File: src/rtl/uart_pkg.sv
// Shared receive-side definitions: framer state encoding and the TXBUF-compatible frame packer.
package uart_pkg;

    localparam int unsigned FRAME_DATA_W = 8;

    typedef enum logic [2:0] {
        RX_IDLE,
        RX_START,
        RX_DATA,
        RX_PARITY,
        RX_STOP,
        RX_WAIT_HIGH
    } rx_state_e;

    // Frame layout matches the transmitter buffer: stop bit on top, start bit in bit 0.
    function automatic logic [FRAME_DATA_W+1:0] frame_pack(input logic [FRAME_DATA_W-1:0] data);
        return {1'b1, data, 1'b0};
    endfunction

endpackage

File: src/rtl/uart_rx_sync.sv
// Two-flop synchronizer for an asynchronous, idle-high input; resets to 1 so an idle line
// never looks like a start edge coming out of reset.
module uart_rx_sync (
    input  logic clk,
    input  logic reset,
    input  logic async_i,
    output logic sync_o
);

    logic meta_q;
    logic sync_q;

    always_ff @(posedge clk or posedge reset) begin
        if (reset) begin
            meta_q <= 1'b1;
            sync_q <= 1'b1;
        end else begin
            meta_q <= async_i;
            sync_q <= meta_q;
        end
    end

    assign sync_o = sync_q;

endmodule

File: src/rtl/uart_rx_frame_engine.sv
// 8N1 UART receive framer with a DEPTH-entry history of received frames.
// Define UART_RX_PARITY_EN to add an even-parity bit between the data bits and the stop bit.
module uart_rx_frame_engine
    import uart_pkg::*;
#(
    parameter int unsigned WIDTH        = 8,
    parameter int unsigned DEPTH        = 4,
    parameter int unsigned CLKS_PER_BIT = 16
) (
    input  logic                               clk,
    input  logic                               reset,
    input  logic                               rx_serial,
    input  logic                               buf_clr,
    output logic [WIDTH-1:0]                   rx_data,
    output logic                               rx_valid,
    output logic                               frame_err,
    output logic                               parity_err,
    output logic                               rx_busy,
    output logic [DEPTH-1:0][WIDTH+1:0]        rx_buf,
    output logic [$clog2(DEPTH+1)-1:0]         rx_fill
);

    localparam int CNT_W  = $clog2(CLKS_PER_BIT);
    localparam int IDX_W  = $clog2(WIDTH + 1);
    localparam int FILL_W = $clog2(DEPTH + 1);

    localparam logic [CNT_W-1:0]  CNT_HALF = CNT_W'(CLKS_PER_BIT / 2 - 1);
    localparam logic [CNT_W-1:0]  CNT_LAST = CNT_W'(CLKS_PER_BIT - 1);
    localparam logic [IDX_W-1:0]  IDX_LAST = IDX_W'(WIDTH - 1);
    localparam logic [FILL_W-1:0] FILL_MAX = FILL_W'(DEPTH);

    logic s;

    rx_state_e                  state_q, state_d;
    logic [CNT_W-1:0]           cnt_q, cnt_d;
    logic [IDX_W-1:0]           bit_idx_q, bit_idx_d;
    logic [WIDTH-1:0]           shift_q, shift_d;
    logic [WIDTH-1:0]           rx_data_q, rx_data_d;
    logic                       rx_valid_q;
    logic                       frame_err_q, frame_err_d;
    logic                       parity_err_q, parity_err_d;
    logic [DEPTH-1:0][WIDTH+1:0] buf_q, buf_d;
    logic [FILL_W-1:0]          fill_q, fill_d;
    logic                       push;
    logic                       cell_end;
    logic [WIDTH+1:0]           framed;
`ifdef UART_RX_PARITY_EN
    logic                       par_bad_q, par_bad_d;
`endif

    uart_rx_sync u_rx_sync (
        .clk     (clk),
        .reset   (reset),
        .async_i (rx_serial),
        .sync_o  (s)
    );

    if (WIDTH == FRAME_DATA_W) begin : g_pkg_frame
        assign framed = frame_pack(shift_q);
    end else begin : g_generic_frame
        assign framed = {1'b1, shift_q, 1'b0};
    end

    assign cell_end = (cnt_q == CNT_LAST);

    // Framer: the start bit is re-checked at half a cell, which puts every later sample mid-cell.
    always_comb begin
        state_d      = state_q;
        cnt_d        = cnt_q + 1'b1;
        bit_idx_d    = bit_idx_q;
        shift_d      = shift_q;
        push         = 1'b0;
        frame_err_d  = 1'b0;
        parity_err_d = 1'b0;
`ifdef UART_RX_PARITY_EN
        par_bad_d    = par_bad_q;
`endif
        case (state_q)
            RX_IDLE: begin
                cnt_d = '0;
                if (!s) state_d = RX_START;
            end
            RX_START: begin
                if (cnt_q == CNT_HALF) begin
                    cnt_d     = '0;
                    bit_idx_d = '0;
`ifdef UART_RX_PARITY_EN
                    par_bad_d = 1'b0;
`endif
                    state_d   = s ? RX_IDLE : RX_DATA;
                end
            end
            RX_DATA: begin
                if (cell_end) begin
                    cnt_d     = '0;
                    shift_d   = {s, shift_q[WIDTH-1:1]};
                    bit_idx_d = bit_idx_q + 1'b1;
                    if (bit_idx_q == IDX_LAST) begin
`ifdef UART_RX_PARITY_EN
                        state_d = RX_PARITY;
`else
                        state_d = RX_STOP;
`endif
                    end
                end
            end
`ifdef UART_RX_PARITY_EN
            RX_PARITY: begin
                if (cell_end) begin
                    cnt_d   = '0;
                    state_d = RX_STOP;
                    if (s != ^shift_q) begin
                        parity_err_d = 1'b1;
                        par_bad_d    = 1'b1;
                    end
                end
            end
`endif
            RX_STOP: begin
                if (cell_end) begin
                    cnt_d = '0;
                    if (s) begin
                        state_d = RX_IDLE;
`ifdef UART_RX_PARITY_EN
                        push    = !par_bad_q;
`else
                        push    = 1'b1;
`endif
                    end else begin
                        frame_err_d = 1'b1;
                        state_d     = RX_WAIT_HIGH;
                    end
                end
            end
            RX_WAIT_HIGH: begin
                cnt_d = '0;
                if (s) state_d = RX_IDLE;
            end
            default: begin
                cnt_d   = '0;
                state_d = RX_IDLE;
            end
        endcase
    end

    // A clear coinciding with a push leaves only the new frame behind.
    always_comb begin
        buf_d     = buf_q;
        fill_d    = fill_q;
        rx_data_d = rx_data_q;
        if (buf_clr) begin
            buf_d  = '0;
            fill_d = '0;
        end
        if (push) begin
            buf_d     = {buf_d[DEPTH-2:0], framed};
            fill_d    = (fill_d == FILL_MAX) ? fill_d : fill_d + 1'b1;
            rx_data_d = shift_q;
        end
    end

    always_ff @(posedge clk or posedge reset) begin
        if (reset) begin
            state_q      <= RX_IDLE;
            cnt_q        <= '0;
            bit_idx_q    <= '0;
            shift_q      <= '0;
            rx_data_q    <= '0;
            rx_valid_q   <= 1'b0;
            frame_err_q  <= 1'b0;
            parity_err_q <= 1'b0;
            buf_q        <= '0;
            fill_q       <= '0;
`ifdef UART_RX_PARITY_EN
            par_bad_q    <= 1'b0;
`endif
        end else begin
            state_q      <= state_d;
            cnt_q        <= cnt_d;
            bit_idx_q    <= bit_idx_d;
            shift_q      <= shift_d;
            rx_data_q    <= rx_data_d;
            rx_valid_q   <= push;
            frame_err_q  <= frame_err_d;
            parity_err_q <= parity_err_d;
            buf_q        <= buf_d;
            fill_q       <= fill_d;
`ifdef UART_RX_PARITY_EN
            par_bad_q    <= par_bad_d;
`endif
        end
    end

    assign rx_data    = rx_data_q;
    assign rx_valid   = rx_valid_q;
    assign frame_err  = frame_err_q;
    assign parity_err = parity_err_q;
    assign rx_busy    = (state_q != RX_IDLE);
    assign rx_buf     = buf_q;
    assign rx_fill    = fill_q;

endmodule

File: config.mk
export PLATFORM = sky130hd
export DESIGN_NAME = uart_rx_frame_engine
export DESIGN_NICKNAME = d
export VERILOG_FILES = /design/src/rtl/uart_pkg.sv /design/src/rtl/uart_rx_sync.sv /design/src/rtl/uart_rx_frame_engine.sv
export SDC_FILE = /design/constraint.sdc
export NUM_CORES = 1
export LEC_CHECK = 0
export BUFFER_PORTS_ARGS = -buffer_cell sky130_fd_sc_hd__buf_4
export CAP_MARGIN = 20
export CORE_MARGIN = 2
export CORE_UTILIZATION = 40
export DETAILED_ROUTE_END_ITERATION = 16
export GPL_TIMING_DRIVEN = 0
export PLACE_DENSITY_LB_ADDON = 0.2
export SKIP_CTS_REPAIR_TIMING = 1
export SLEW_MARGIN = 20
export SYNTH_ARGS = -nofsm -noshare
export SYNTH_HDL_FRONTEND = slang
export SYNTH_SLANG_ARGS = --single-unit
File: constraint.sdc
create_clock -name clk -period 4.09 [get_ports clk]
set_clock_uncertainty 0.15 [all_clocks]
set_input_delay 0.2045 -clock clk [delete_from_list [all_inputs] [get_ports clk]]
set_output_delay 0.2045 -clock clk [all_outputs]
set_load 0.1 [all_outputs]
==> results.cfg, run 1 <==
[cells_and_area]
num_antenna_cells = 0
syn2layout_area_growth_pct = 25.1
num-fill-cells = 727
final_common_cell = dfrtp_1
drive_gt1_frac = 0.268
multiInputGateArea_um2 = 1230
fin_util = 0.520
fin_area_um2 = 4060
seqCellArea_um2 = 1850
final_cell_mix = 72 x dfrtp_1, 57 x buf_4, 36 x nand3_1
fin_nets = 372

[logic_synthesis]
synth_top_area_cell = dfrtp_1
synth_cells = 294
synthTopCellsByArea = dfrtp_1 56%, nand3_1 5.6%, o21ai_0 4.9%
netlist_area_um2 = 3240
synth_ff_type = dfrtp_1
ys_async_sr_fraction = 1.00
yosysSeqAreaShare = 0.572
avgSynthCellArea_um2 = 11.0
ys_ff_latch = 74
synth-edff-count = 0
synth_cell_types = 51
syn-num-nets = 302
yosys_warnings = 0
synth_top_area_share = 0.555

[worst_setup_path]
arrival_ns = 2.11
worst_setup_path_end_kind = flop
start_kind = flop
crit_slowest_cell = dfrtp_1
slowest_delay_ns = 0.37
path_buf_inv = 2
critPathMaxFanout = 10
cp.required_ns = 4.16
critPathTopFamily = simple AND/OR/NAND/NOR gates
critical_path_class = reg2reg
path_cells = ha_1 > buf_2 > nand4b_2 > nor2_4 > buf_2 > a31oi_1
cp_common_cell = buf_2

[floorplan]
dieWidth_um = 94.1
fp-row-count = 32
die_y_um = 94.1
dieArea_um2 = 8850
design.core.area_um2 = 7810
top_level_ports = 59
start_util = 0.416

[timing]
fmax_ghz = 0.491
slew_violations = 0
max_slew.worst_pin.slew_ns = 0.509
hold_viol = 0
fin_crit_ns = 2.04
final.period_utilization = 0.498
rsz0062_at_grt = no
relSlewSlack = 0.661
whs_ns = 0.122
tns_ns = 0
finalSetupViolCount = 0

[global_route]
grt-ovfl-total = 0
grt_max_degree = 54
track_usage = 0.176
grt_pass1_wl_mm = 11.9
antenna_found_initial = 0
grt_pass1_vias = 2310

[detailed_routing]
wl_per_cell_um = 15.3
drt_iter0_drc = 181
dr.pass1.iters = 4
postRouteAntennaNets = 0
num_vias = 2520
wl_mm = 7.21
vias_per_cell = 5.35
drc = 0

[placement]
io_buffers = 56
place_area_um2 = 3820
dp_hpwl_mm = 5.12
gp_congestion = 0.820

[clock_network]
cts_sinks = 74
clockBufferDepth = 2
cts_tree = built
clk_latency_ns = 0.35
cts.clk_slew.worst_paths_ns = 0.07
cts_max_level = 3
cts_buffers = 9
cts-root-buf = clkbuf_8

[power]
leakagePower_nw = 1.94
ir_worst_vdd_uv = 186
power_density_nw_per_um2 = 390

[status]
status = complete, no violations

[run]
cap_violations = 0

[worst_hold_path]
hp-class = in2reg
==> kinds of logic (layout without fill, tap and decap cells) <==
group | Yosys count | count (layout) | share of synthesized area
muxes | 18 | 18 | 0.0702
buffers and inverters | 36 | 111 | 0.0482
xor gates and xnor gates | 4 | 4 | 0.0108
DFF | 74 | 74 | 0.572
adders and majority gates | 4 | 4 | 0.0154
and+or+nand+nor | 70 | 70 | 0.124
AOI/OAI and AO/OA | 87 | 87 | 0.159
other | 1 | 1 | 0.00116
==> stage by stage <==
step                power (mW)  setup WS (ns)  std cells
detailed placement       0.974           2.05        453
CTS                       1.60           2.04        469
floorplan                0.930           1.86        294
finish                    1.58           2.05        471
global route              1.66           1.92        471
global placement         0.966          0.917        452
==> layer usage <==
metal,track usage,wire length (µm)
met1,0.247,3330
met3,0.0482,456
met2,0.256,3300
met5,0,0
met4,0.0773,131
==> cell type report <==
| cell class | count | share of cell area |
|---|---|---|
| clock buffer | 10 | 0.0314 |
| tap | 102 | 0.0314 |
| timing repair buffer | 59 | 0.115 |
| buffer | 26 | 0.0293 |
| clock inverter | 6 | 0.0222 |
| multi-input combinational | 184 | 0.304 |
| sequential | 74 | 0.457 |
| inverter | 10 | 0.00986 |
==> synthesized netlist by cell type, drive strengths merged (2+ instances only) <==
cell    count
xnor2       3
nor3        2
or3b        2
nand3      36
clkbuf     15
nor2        6
a21oi      32
and3b       2
nand3b      2
inv        10
o22ai       2
o211ai      2
ha          4
dfstp       2
nand4b      2
nand2b      4
nor2b       3
a22o        8
a31oi       2
a211oi      2
buf        11
nand2       4
dfrtp      72
mux2       17
o21ai      33
==> path summary, 6_finish.rpt <==
path                                  start          endpoint  slack [ns]  cells after the start
setup reg to reg                   cnt_q[0]        rx_fill[2]        2.05                      6
min in group asynchronous             reset        rx_data[1]        0.22                      3
setup / recovery                   cnt_q[0]        rx_fill[2]        2.05                      6
hold / removal                      buf_clr         rx_buf[9]        0.12                      2
max in group asynchronous             reset        state_q[0]        3.02                      4
hold reg to reg            u_rx_sync.meta_q  u_rx_sync.sync_o        0.21                      0
==> power breakdown <==
part	internal (mW)	switching [mW]	total (mW)
Clock	0.346	0.276	0.622
Combinational	0.0667	0.118	0.185
Sequential	0.756	0.0192	0.775
Total	1.17	0.413	1.58
==> state kept, by name (all words and copies together), names as in the netlist <==
signal,count
state_q,3
rx_valid,1
u_rx_sync.meta_q,1
frame_err,1
rx_buf,40
rx_data,8
rx_fill,3
u_rx_sync.sync_o,1
shift_q,8
cnt_q,4
bit_idx_q,4
(Power assumes the default switching activity.)
==> inputs of run 2 (changes only) <==
Clock period 4.09 ns to 1.9 ns, I/O delays scaled along.
==> run 2 against run 1 <==
Global-route usage increased by 0.22 points. Register-to-register slack got worse by 2.0 ns. Power increased by 130%. Largest cell class unchanged. Worst setup slack got worse by 2.0 ns. Design area increased by 2.6%. Critical path depth decreased by 2. Highest routed layer unchanged. Clock power increased by 140%. Non-clock buffer count increased by 2. Combinational power increased to 2.5 times the previous value. Worst hold slack got worse by 0.046 ns. Fmax increased by 11%.
==> results.cfg, run 2 (synthesis results as in run 1) <==
[status]
status = complete, no violations

[timing]
finalSetupViolCount = 0
fmax_ghz = 0.545
tns_ns = 0
fin_crit_ns = 1.84
slew_violations = 0
hold_viol = 0
final.period_utilization = 0.966
whs_ns = 0.0766

[floorplan]
design.core.area_um2 = 7810
dieArea_um2 = 8850
start_util = 0.416
top_level_ports = 59
dieWidth_um = 94.1
fp-row-count = 32
die_y_um = 94.1

[clock_network]
clockBufferDepth = 2
cts_tree = built
cts_buffers = 9
clk_latency_ns = 0.35
cts_max_level = 3
cts_sinks = 74
cts.clk_slew.worst_paths_ns = 0.07
cts-root-buf = clkbuf_8

[worst_hold_path]
hold_path_end = rx_buf[9]
worstHoldPathCells = 2
hp-class = in2reg
hold_start = buf_clr

[detailed_routing]
drt_iter0_drc = 154
vias_per_cell = 5.31
wl_mm = 7.50
num_vias = 2511
dr.pass1.iters = 4
postRouteAntennaNets = 0
drc = 0
wl_per_cell_um = 15.9

[power]
total_power_mw = 3.61
power_density_nw_per_um2 = 866
leakagePower_nw = 2.00
ir_worst_vdd_uv = 492

[cells_and_area]
drive_gt1_frac = 0.310
largest_register_ffs = 40
multiInputGateArea_um2 = 1260
final_cell_mix = 70 x dfrtp_1, 60 x buf_4, 35 x nand3_1
syn2layout_area_growth_pct = 28.4
num_antenna_cells = 0
seqCellArea_um2 = 1860
stdcell_count = 473
final_common_cell = dfrtp_1
num-fill-cells = 715
fin_area_um2 = 4170
fin_nets = 374

[worst_setup_path]
critPathTopFamily = simple AND/OR/NAND/NOR gates
path_cells = or3b_1 > or2_4 > buf_6 > mux2_4
start_kind = flop
timing.rr.end = shift_q[2]
slowest_delay_ns = 0.44
path_buf_inv = 1
arrival_ns = 1.92
critPathMaxFanout = 10
worst_setup_path_end_kind = flop
crit_slowest_cell = or3b_1
rr_startpoint = state_q[0]
reg2reg_setup_slack_ns = 0.06
critical_path_class = reg2reg
cp.required_ns = 1.98
r2r_cells = 4

[placement]
io_buffers = 56
place_area_um2 = 3840
placed_cells_incl_taps = 454
dp_hpwl_mm = 5.25
gp_congestion = 0.803

[global_route]
grt-ovfl-total = 0
grt_pass1_vias = 2354
track_usage = 0.178
grt_pass1_wl_mm = 12.0
grt_max_degree = 30
antenna_found_initial = 0

[run]
cap_violations = 0
run 2: changes by cell type in the layout (fill, tap and decap cells not counted), sizes merged:
cell and change:
buf +2, bufinv +1, clkinv -1
run 2: worst max path at each step:
stage          startpoint         end  cells after the start
4_1_cts          cnt_q[0]   rx_buf[7]                      6
6_report       state_q[0]  shift_q[2]                      4
5_1_grt          cnt_q[0]  shift_q[2]                      6
3_3_place_gp     cnt_q[0]  rx_fill[2]                      6
2_1_floorplan    cnt_q[0]  shift_q[0]                      6
3_5_place_dp     cnt_q[0]  rx_fill[2]                      6
run 2: per-stage QoR:
step	setup WS [ns]	utilization
after floorplan	0.164	-
after global placement	-0.133	0.487
after detailed placement	-0.162	0.492
after CTS	-0.208	0.522
after global routing	-0.0154	0.533
final	0.0644	0.533
run 2: layout make-up:
class / count / share of cell area
sequential: 74 / 0.446
multi-input combinational: 184 / 0.302
timing repair buffer: 63 / 0.124
clock buffer: 10 / 0.0306
tap: 102 / 0.0306
buffer: 24 / 0.0300
clock inverter: 6 / 0.0270
inverter: 10 / 0.00991
run 2: routing by layer:
layer  track usage  part of all wire  up-vias
li1              -                 -     1204
met1         0.248              0.47     1234
met2         0.261              0.46       60
met3        0.0457             0.045       13
met4        0.0821             0.020        0
met5             0                 0        -
run 2: where the power goes:
part           switching, mW  total, mW  leakage (nW)  internal (mW)
clock                  0.593       1.47         0.121          0.880
sequential            0.0430       1.67          1.01           1.63
combinational          0.285      0.465         0.865          0.180
